File: config.mk
export PLATFORM = sky130hd
export DESIGN_NAME = filter_window_sequencer
export DESIGN_NICKNAME = d
export VERILOG_FILES = /design/src/rtl/filter_window_sequencer_pkg.sv /design/src/rtl/filter_window_sequencer_window_addr_gen.sv /design/src/rtl/filter_window_sequencer.sv
export SDC_FILE = /design/constraint.sdc
export NUM_CORES = 1
export LEC_CHECK = 0
export CAP_MARGIN = 20
export CORE_ASPECT_RATIO = 1.75
export CORE_MARGIN = 1.5
export CORE_UTILIZATION = 54
export DETAILED_ROUTE_END_ITERATION = 10
export PLACE_DENSITY = 0.77
export SETUP_SLACK_MARGIN = 0.1
export SYNTH_ARGS = -nofsm -noshare
export SYNTH_HDL_FRONTEND = slang
export SYNTH_SLANG_ARGS = --single-unit
export TNS_END_PERCENT = 20
File: constraint.sdc
create_clock -name clk_25 -period 2.3 [get_ports clk_25]
set_clock_uncertainty 0.2 [all_clocks]
set_input_delay 0.23 -clock clk_25 [delete_from_list [all_inputs] [get_ports clk_25]]
set_output_delay 0.23 -clock clk_25 [all_outputs]
set_load 0.02 [all_outputs]
File: src/rtl/filter_window_sequencer_pkg.sv
// rtl/filter_window_sequencer_pkg.sv - shared defaults, FSM states and helpers for the 3x3 window sequencer
package filter_window_sequencer_pkg;
  localparam int IMG_W_DEF  = 224;
  localparam int IMG_H_DEF  = 224;
  localparam int K_DEF      = 3;
  localparam int ADDR_W_DEF = 16;
  localparam int RD_LAT_DEF = 1;
  localparam int TAP_W      = 4;

  typedef enum logic [1:0] {
    ST_IDLE,
    ST_RUN,
    ST_DRAIN,
    ST_DONE
  } state_e;

  function automatic int out_dim(input int dim, input int k);
    return dim - k + 1;
  endfunction
endpackage

File: src/rtl/filter_window_sequencer_window_addr_gen.sv
// rtl/filter_window_sequencer_window_addr_gen.sv - row/col/tap walker producing neighbourhood read addresses
module window_addr_gen
  import filter_window_sequencer_pkg::*;
#(
  parameter int IMG_W  = IMG_W_DEF,
  parameter int IMG_H  = IMG_H_DEF,
  parameter int K      = K_DEF,
  parameter int ADDR_W = ADDR_W_DEF
) (
  input  logic              clk,
  input  logic              rst_n,
  input  logic              clr,
  input  logic              adv,
  output logic [ADDR_W-1:0] addr,
  output logic [TAP_W-1:0]  tap,
  output logic              last_tap,
  output logic              last_pixel
);
  localparam int OUT_W = out_dim(IMG_W, K);
  localparam int OUT_H = out_dim(IMG_H, K);
  localparam int ROW_W = $clog2(IMG_H);
  localparam int COL_W = $clog2(IMG_W);

  logic [ROW_W-1:0]  row_q, row_d;
  logic [COL_W-1:0]  col_q, col_d;
  logic [TAP_W-1:0]  tap_q, tap_d, kx_q, kx_d;
  logic [ADDR_W-1:0] base_q, base_d, off_q, off_d;

  assign last_tap   = (tap_q == TAP_W'(K * K - 1));
  assign last_pixel = (row_q == ROW_W'(OUT_H - 1)) && (col_q == COL_W'(OUT_W - 1));
  assign addr       = base_q + off_q;
  assign tap        = tap_q;

  // base tracks row*IMG_W+col, off tracks ky*IMG_W+kx; both advance by adds only
  always_comb begin
    row_d  = row_q;
    col_d  = col_q;
    tap_d  = tap_q;
    kx_d   = kx_q;
    base_d = base_q;
    off_d  = off_q;
    if (clr) begin
      row_d  = '0;
      col_d  = '0;
      tap_d  = '0;
      kx_d   = '0;
      base_d = '0;
      off_d  = '0;
    end else if (adv) begin
      if (last_tap) begin
        tap_d = '0;
        kx_d  = '0;
        off_d = '0;
        if (col_q == COL_W'(OUT_W - 1)) begin
          col_d  = '0;
          row_d  = row_q + 1'b1;
          base_d = base_q + ADDR_W'(K);
        end else begin
          col_d  = col_q + 1'b1;
          base_d = base_q + 1'b1;
        end
      end else begin
        tap_d = tap_q + 1'b1;
        if (kx_q == TAP_W'(K - 1)) begin
          kx_d  = '0;
          off_d = off_q + ADDR_W'(IMG_W - K + 1);
        end else begin
          kx_d  = kx_q + 1'b1;
          off_d = off_q + 1'b1;
        end
      end
    end
  end

  always_ff @(posedge clk or negedge rst_n) begin
    if (!rst_n) begin
      row_q  <= '0;
      col_q  <= '0;
      tap_q  <= '0;
      kx_q   <= '0;
      base_q <= '0;
      off_q  <= '0;
    end else begin
      row_q  <= row_d;
      col_q  <= col_d;
      tap_q  <= tap_d;
      kx_q   <= kx_d;
      base_q <= base_d;
      off_q  <= off_d;
    end
  end
endmodule

File: src/rtl/filter_window_sequencer.sv
// rtl/filter_window_sequencer.sv - FSM, read-latency delay line and edge-RAM write counter for the 3x3 filter
module filter_window_sequencer
  import filter_window_sequencer_pkg::*;
#(
  parameter int IMG_W  = IMG_W_DEF,
  parameter int IMG_H  = IMG_H_DEF,
  parameter int K      = K_DEF,
  parameter int ADDR_W = ADDR_W_DEF,
  parameter int RD_LAT = RD_LAT_DEF
) (
  input  logic              clk_25,
  input  logic              rst_n,
  input  logic              locked,
  input  logic              start,
  output logic              rd_en,
  output logic [ADDR_W-1:0] rd_addr,
  output logic              acc_clr,
  output logic              acc_en,
  output logic [TAP_W-1:0]  tap_idx,
  output logic              wr_en,
  output logic [ADDR_W-1:0] wr_addr,
  output logic              busy,
  output logic              finished
);
  state_e                        state_q, state_d;
  logic                          rd_en_q, rd_en_d, rd_clr_q, rd_clr_d;
  logic [ADDR_W-1:0]             rd_addr_q, rd_addr_d;
  logic [TAP_W-1:0]              rd_tap_q, rd_tap_d;
  logic [RD_LAT-1:0]             en_pipe_q, en_pipe_d, clr_pipe_q, clr_pipe_d;
  logic [RD_LAT-1:0][TAP_W-1:0]  tap_pipe_q, tap_pipe_d;
  logic                          wr_en_q, wr_en_d, busy_q, busy_d, finished_q, finished_d;
  logic [ADDR_W-1:0]             wr_addr_q, wr_addr_d, wr_cnt_q, wr_cnt_d;
  logic [2:0]                    drain_q, drain_d;
  logic                          gen_clr, gen_adv, gen_last_tap, gen_last_pixel;
  logic [ADDR_W-1:0]             gen_addr;
  logic [TAP_W-1:0]              gen_tap;

  window_addr_gen #(.IMG_W(IMG_W), .IMG_H(IMG_H), .K(K), .ADDR_W(ADDR_W)) u_addr_gen (
    .clk(clk_25), .rst_n(rst_n), .clr(gen_clr), .adv(gen_adv),
    .addr(gen_addr), .tap(gen_tap), .last_tap(gen_last_tap), .last_pixel(gen_last_pixel)
  );

  always_comb begin
    state_d    = state_q;
    rd_en_d    = 1'b0;
    rd_clr_d   = 1'b0;
    rd_addr_d  = rd_addr_q;
    rd_tap_d   = rd_tap_q;
    busy_d     = busy_q;
    finished_d = finished_q;
    drain_d    = drain_q;
    wr_cnt_d   = wr_cnt_q;
    wr_addr_d  = wr_addr_q;
    gen_clr    = 1'b0;
    gen_adv    = 1'b0;
    en_pipe_d[0]  = rd_en_q;
    clr_pipe_d[0] = rd_clr_q;
    tap_pipe_d[0] = rd_tap_q;
    for (int i = 1; i < RD_LAT; i++) begin
      en_pipe_d[i]  = en_pipe_q[i-1];
      clr_pipe_d[i] = clr_pipe_q[i-1];
      tap_pipe_d[i] = tap_pipe_q[i-1];
    end
    // the MAC result for the last tap is ready one cycle after it is consumed
    wr_en_d = en_pipe_q[RD_LAT-1] && (tap_pipe_q[RD_LAT-1] == TAP_W'(K * K - 1));
    if (wr_en_d) begin
      wr_addr_d = wr_cnt_q;
      wr_cnt_d  = wr_cnt_q + 1'b1;
    end
    if ((state_q == ST_IDLE && start && locked) || (state_q == ST_RUN && locked)) begin
      rd_en_d   = 1'b1;
      rd_clr_d  = (gen_tap == '0);
      rd_addr_d = gen_addr;
      rd_tap_d  = gen_tap;
      gen_adv   = 1'b1;
    end
    case (state_q)
      ST_IDLE: if (start && locked) begin
        state_d    = ST_RUN;
        busy_d     = 1'b1;
        finished_d = 1'b0;
        wr_cnt_d   = '0;
      end
      ST_RUN: if (locked && gen_last_tap && gen_last_pixel) begin
        state_d = ST_DRAIN;
        drain_d = '0;
        gen_clr = 1'b1;
      end
      ST_DRAIN: if (drain_q == 3'(RD_LAT + 1)) begin
        state_d    = ST_DONE;
        busy_d     = 1'b0;
        finished_d = 1'b1;
      end else begin
        drain_d = drain_q + 1'b1;
      end
      default: state_d = ST_IDLE;
    endcase
    // losing clock lock flushes everything in flight without reporting completion
    if ((state_q == ST_RUN || state_q == ST_DRAIN) && !locked) begin
      state_d    = ST_IDLE;
      busy_d     = 1'b0;
      rd_en_d    = 1'b0;
      wr_en_d    = 1'b0;
      en_pipe_d  = '0;
      clr_pipe_d = '0;
      gen_clr    = 1'b1;
    end
  end

  always_ff @(posedge clk_25 or negedge rst_n) begin
    if (!rst_n) begin
      state_q    <= ST_IDLE;
      rd_en_q    <= 1'b0;
      rd_clr_q   <= 1'b0;
      rd_addr_q  <= '0;
      rd_tap_q   <= '0;
      en_pipe_q  <= '0;
      clr_pipe_q <= '0;
      tap_pipe_q <= '0;
      wr_en_q    <= 1'b0;
      wr_addr_q  <= '0;
      wr_cnt_q   <= '0;
      busy_q     <= 1'b0;
      finished_q <= 1'b0;
      drain_q    <= '0;
    end else begin
      state_q    <= state_d;
      rd_en_q    <= rd_en_d;
      rd_clr_q   <= rd_clr_d;
      rd_addr_q  <= rd_addr_d;
      rd_tap_q   <= rd_tap_d;
      en_pipe_q  <= en_pipe_d;
      clr_pipe_q <= clr_pipe_d;
      tap_pipe_q <= tap_pipe_d;
      wr_en_q    <= wr_en_d;
      wr_addr_q  <= wr_addr_d;
      wr_cnt_q   <= wr_cnt_d;
      busy_q     <= busy_d;
      finished_q <= finished_d;
      drain_q    <= drain_d;
    end
  end

  assign rd_en    = rd_en_q;
  assign rd_addr  = rd_addr_q;
  assign acc_en   = en_pipe_q[RD_LAT-1];
  assign acc_clr  = clr_pipe_q[RD_LAT-1];
  assign tap_idx  = tap_pipe_q[RD_LAT-1];
  assign wr_en    = wr_en_q;
  assign wr_addr  = wr_addr_q;
  assign busy     = busy_q;
  assign finished = finished_q;
endmodule

**Word-level counts from Yosys, hierarchy flattened**

Index checks and enable logic that the tools add are counted.

- Add/sub/neg operators: 11
- Multipliers: 0
- Divide/modulo/power cells: 0
- Order comparisons: 0
- Eq/ne operators: 15
- Shifts and indexed selects: 0
- Muxes and demuxes: 50
- Bitwise operators: 0
- Reductions and logical operators: 26

Operators with widths:

| cell | count |
|---|---|
| 16-bit 2-to-1 mux | 11 |
| 8-bit 2-to-1 mux | 8 |
| 16-bit by 1-bit adder with 16-bit output (second input constant) | 3 |
| 4-bit 2-to-1 mux | 7 |
| 16-bit adder | 1 |
| 16-bit by 2-bit adder with 16-bit output (second input constant) | 1 |
| 16-bit by 8-bit adder with 16-bit output (second input constant) | 1 |
| 8-bit by 1-bit adder with 8-bit output (second input constant) | 2 |
| 8-bit equality test (second input constant) | 2 |
| 3-bit AND reduction | 5 |
| 1-bit 2-to-1 mux | 14 |
| 2-bit nonzero test | 5 |
| 1-bit logical AND | 9 |
| 4-bit by 1-bit adder with 4-bit output (second input constant) | 2 |
| 4-bit equality test (second input constant) | 2 |
| 2-bit 2-to-1 mux | 4 |
| 3-bit 2-to-1 mux | 2 |
| 2-bit != test (second input constant) | 3 |
| 3-bit by 2-bit != test with 1-bit output (second input constant) | 2 |
| 2-bit case mux with 3 select lines | 1 |
| 3-bit case mux with 2 select lines | 1 |
| 4-bit by 2-bit equality test with 1-bit output (second input constant) | 1 |
| 4-bit logical NOT | 1 |
| 1-bit case mux with 2 select lines | 2 |
| other kinds (11) | 12 |

- Register bits after elaboration: 124
- Latch bits: 0
- Memory bits (writable): 0
- ROM bits: 0
- Bits of input ports: 4
- Output and inout bits: 42
- Memories: 0

**Logic depth before layout (Yosys ltp)**

- Word-level depth: 8
- Mapped depth: 10
- Mapped depth without buffers: 10

**Cells and area by module**

Synthesis repeated with hierarchy kept, for this count alone.

- Cell total of the unflattened synthesis: 665
- Area total of the unflattened synthesis: 6615.1 um2

By module, submodules not included:

| module | instances | cells an instance | area each (um2) | sequential area each (um2) |
|---|---|---|---|---|
| window_addr_gen | 1 | 423 | 3726.1 | 1401.3 |
| filter_window_sequencer | 1 | 242 | 2889.0 | 1701.6 |

**Least setup slack after synthesis**

Ideal clock, no wire load.

- Kind: register to register
- Start: reg u_addr_gen.col_q[2]
- End: reg u_addr_gen.base_q[8]
- Setup time: 118 ps
- Data arrival time: 2125 ps
- Required time: 1982 ps
- Setup slack: -143 ps
- Stages on the path, launching flop included: 10
- Path buffers: 0
- Clock period less this slack: 2443 ps
- Cells stage by stage: dfrtp_1 -> and3_1 -> nand4_1 -> inv_1 -> fa_1 -> nand4_1 -> nor4_1 -> nand4_1 -> xor2_1 -> nor2_1

- Longest elaborated chain between the ends: 8

RTL lines:

| what | RTL line | source |
|---|---|---|
| start, declared | filter_window_sequencer_window_addr_gen.sv:25 | `logic [COL_W-1:0] col_q, col_d;` |
| start signal, assigned | filter_window_sequencer_window_addr_gen.sv:85 | `col_q <= col_d;` |
| 8-bit equality test * | filter_window_sequencer_window_addr_gen.sv:30, filter_window_sequencer_window_addr_gen.sv:54 |  |
| 1-bit logical AND | filter_window_sequencer_window_addr_gen.sv:30 | `assign last_pixel = (row_q == ROW_W'(OUT_H - 1)) && (col_q == COL_W'(OUT_W - 1));` |
| 1-bit logical AND | filter_window_sequencer.sv:84 | `ST_RUN: if (locked && gen_last_tap && gen_last_pixel) begin` |
| 1-bit 2-to-1 mux | filter_window_sequencer.sv:84 |  |
| 1-bit 2-to-1 mux | filter_window_sequencer.sv:77 | `case (state_q)` |
| 1-bit 2-to-1 mux | filter_window_sequencer.sv:99 | `if ((state_q == ST_RUN \|\| state_q == ST_DRAIN) && !locked) begin` |
| 2-bit nonzero test (no source line) | - |  |
| 2-bit AND reduction (no source line) | - |  |
| end signal, assigned | filter_window_sequencer_window_addr_gen.sv:88 | `base_q <= base_d;` |
| end, declared | filter_window_sequencer_window_addr_gen.sv:27 | `logic [ADDR_W-1:0] base_q, base_d, off_q, off_d;` |

Every way passes the cells marked *; elsewhere a longest branch is shown, timed or not. The select of a mux whose other input is x is not followed.
A chain may end at the register's enable or synchronous reset.

**Worst setup path after layout**

- Start: reg u_addr_gen.col_q[2]
- End: reg u_addr_gen.base_q[5]

The elaborated chain is that of the path after synthesis.

==> results.md <==
* Vias post-DR at a little under 6,000
* ANT nets after route at 0
* Synth area leaders: dfrtp_1, ha_1, nor2_1
* Worst Hold Class: primary input to async pin
* Setup violators final at 2
* Top-area cell type share of the netlist area at 0.460
* Clock share of power at 0.290
* Final min period at roughly 2.4 ns
* Hold Vio Cnt, Final at 0
* Crit-path leading delay family: simple AND/OR/NAND/NOR gates
* Area Growth Syn to Fin at 31.6%
* CTS tree: done
* Area of the core at between 10,000 and 15,000 um2
* Pwr Density at roughly 960 nW/um2
* Synth warn at 0
* Status: finished with violations
* Starting density of the core at 0.558
* Die height at approximately 150 um
* CTS Sinks at 124
* Int Pwr at between 0.005 and 0.006 W
* Critical-path top delay cell: dfrtp_1
* Final Worst Setup Slack at -0.0659 ns
* Grt total ovfl at 0
* Synthesized area at 6740 um2
* Fin nets at approximately 860
* Largest net degree at the start of global routing at 49
* Leak pwr at around 4 nW
* Root buf cell: clkbuf_16
* Worst slew pin tran at between 0.5 and 0.6 ns
* F_max at 423 MHz
* Sequential share of power at 0.323
* Sequential Area at approximately 3100 um2
* CP endpoint kind: flop
* Failing checks: setup timing
* Primary FF master, synth: dfrtp_1
* Area leader, netlist: dfrtp_1
* First-pass GRT wire length at approximately 28,000 um
* Die extent in x at approximately 87 um
* Average size of a mapped cell at 9.74 um2
* Place WS at -0.0444 ns
* First drt pass iteration count at 8
* Crit path kind: flop to flop
* Final WL at 17,900 um
* # diodes at 0
* Gpl congestion at roughly 0.85
* Residual DRC count at 0
* Peak VDD IR at about 0.00055 V
* Area of the multi-input gates at 3700 um2
* CP Data Required Time at around 2.4 ns
* I/O pin total at between 40 and 50
* Overall Power at 0.00847 W
* Vias in the first global route at 6,057
* Crit path buf inv count at 2
* Core Util, Final at 0.735
* Switching power at between 0.003 and 0.004 W
* Gate Count Post-Synth at 692
* Dpl hpwl at between 10,000 and 15,000 um
* Combinational share of power at 0.387
* Die area at about 13,000 um2
* Max-slew violation count at 0
* Crit path DAT at approximately 2.5 ns
* Syn nets at 732
* CP max stage delay at around 0.39 ns
* Switching share of power at 0.369
* Htree depth at 4
* DRC marker count from the first detailed-route iteration at 564
* Register area share after synthesis at 0.460
* Clk buf depth at 2
* Placement Rows at 53
* CP most frequent cell: nand4_1
* Max cap viols at 0
* Worst path cell trace: and3_4 > nand4_1 > inv_2 > ha_4 > a21o_1 > nand4_1 > buf_6 > or3_1 > a21oi_1
* Layout cells sized above 1 at 0.225
* Startpoint Class: flop
* Final period utilization at 1.03
* Final-layout fill cell count at 855
* Later-pin clock latency in the skew report at 0.42 ns
* Initial antenna violation count at 0
* RSZ-0062 raised after global routing: true
* Yosys reg bits at ~120
* DR vias/cell at around 5.9
* Reg clk slew, reported paths at 0.06 ns
* Critical path peak fanout at 7
* Cell variety after synth at 61
* CTS buffer count at 17
* Post-synth EDFFs at 0
* Max-slew headroom at 0.638
* FFs w/ async S/R, synth at 1.00
* I/O Buffers at 45
* Overall Global Routing Usage at 0.273
* WL/cell at approximately 18 um
==> path summary, 6_finish.rpt <==
path                                      from              endpoint  slack [ns]  cells after the start
max reg2reg                u_addr_gen.col_q[2]  u_addr_gen.base_q[5]       -0.07                      9
max in group asynchronous                rst_n   u_addr_gen.off_q[9]        1.31                      3
min reg2reg                        rd_tap_q[3]            tap_idx[3]        0.18                      0
min                                      rst_n           rd_addr[14]        0.04                      2
max                        u_addr_gen.col_q[2]  u_addr_gen.base_q[5]       -0.07                      9
min in group clk_25                rd_tap_q[3]            tap_idx[3]        0.18                      0
==> timing repair <==
item | 4_1_cts | 5_1_grt
gates resized for setup | 12 | 43
endpoints found under the hold margin | 124 | 0
setup buffers | 6 | 10
hold buffers | 1 | 0
endpoints found under the setup margin | 48 | 57
cloned | 1 | 0
pin swaps | 6 | 20
==> kinds of logic (layout without fill, tap and decap cells) <==
group	count (synthesis)	in the layout	share of synthesized area
XOR/XNOR	48	48	0.0624
multiplexers	25	25	0.0403
buffers and inverters	43	186	0.0280
flip-flops	124	124	0.460
AO/OA/AOI/OAI	144	144	0.139
adder cells (fa/ha/maj)	36	36	0.0691
AND/OR/NAND/NOR	272	272	0.201
==> routing by layer <==
layer / up-vias / part of all wire / GRT usage / wire, um
met5: - / 0 / 0 / 0
met4: 0 / 0.032 / 0.135 / 568
met3: 54 / 0.037 / 0.0545 / 665
met2: 185 / 0.56 / 0.497 / 10100
met1: 2960 / 0.37 / 0.294 / 6620
li1: 2741 / - / - / -
==> metrics by stage <==
| stage | hold WS, ns | TNS, ns | cells | cell area, um2 |
|---|---|---|---|---|
| floorplan | -0.266 | 0 | 692 | 6780 |
| global placement | -0.0739 | -0.0233 | 950 | 7940 |
| detailed placement | -0.0742 | -0.240 | 950 | 7940 |
| CTS | 0.0317 | 0 | 990 | 8610 |
| global route | 0.0571 | -0.922 | 1000 | 8870 |
| finish | 0.0380 | -0.0855 | 1000 | 8870 |
==> Yosys cell counts, drive strengths merged, types with 3 or more instances <==
cell type    n
a21o         7
nor3        21
mux2        17
and2         8
a211oi      10
and4         6
a21oi       39
mux2i        8
nor2        79
a22o         8
nor4         5
a21boi       3
dfrtp      124
inv         19
a221o        3
o21a         5
or3          6
nand2b       3
xnor2       25
o211ai       4
buf          8
and3        14
nand4       17
o31ai        8
clkbuf      15
a31oi        3
o311ai       3
nand3       32
nand2       61
ha          34
nor2b        7
o21ai       37
xor2        23
==> sequential cells by signal, summed over array words and instances (netlist names), 2 cells and up <==
register,count
drain_q,3
rd_addr,16
rd_tap_q,4
state_q,2
tap_idx,4
u_addr_gen.base_q,16
u_addr_gen.col_q,8
u_addr_gen.kx_q,4
u_addr_gen.off_q,16
u_addr_gen.row_q,8
u_addr_gen.tap,4
wr_addr,16
wr_cnt_q,16
==> cell type report <==
cell class | count | share of cell area
clock inverter | 14 | 0.0126
clock buffer | 18 | 0.0484
inverter | 20 | 0.00861
multi-input combinational | 525 | 0.417
sequential | 124 | 0.350
timing repair buffer | 134 | 0.140
tap | 165 | 0.0233
==> layout by cell type (no fill, tap or decap), drive strengths merged, types with 3 or more instances in the layout <==
cell type and instances:
nand2 61, mux2i 8, dfrtp 124, a31oi 3, and2 8, o31ai 8, a211oi 10, a22o 8
inv 26, nand3 32, xnor2 25, and3 14, nor4 5, a21o 7, nand4 17, buf 88
clkinvlp 6, and4 6, o211ai 4, a221o 3, nor2 79, or3 6, o21ai 37, clkdlybuf4s50 44
ha 34, nand2b 3, o311ai 3, nor3 21, clkbuf 18, o21a 5, a21oi 39, a21boi 3
xor2 23, nor2b 7, mux2 17
==> power by group through the flow <==
stage / clock network, W / registers (W) / logic (W)
2_1_floorplan: 0 / 0.00294 / 0.00142
3_3_place_gp: 0 / 0.00274 / 0.00281
3_5_place_dp: 0 / 0.00276 / 0.00291
4_1_cts: 0.00249 / 0.00273 / 0.00305
5_1_grt: 0.00260 / 0.00278 / 0.00353
6_report: 0.00246 / 0.00274 / 0.00327
(Power assumes the default switching activity.)
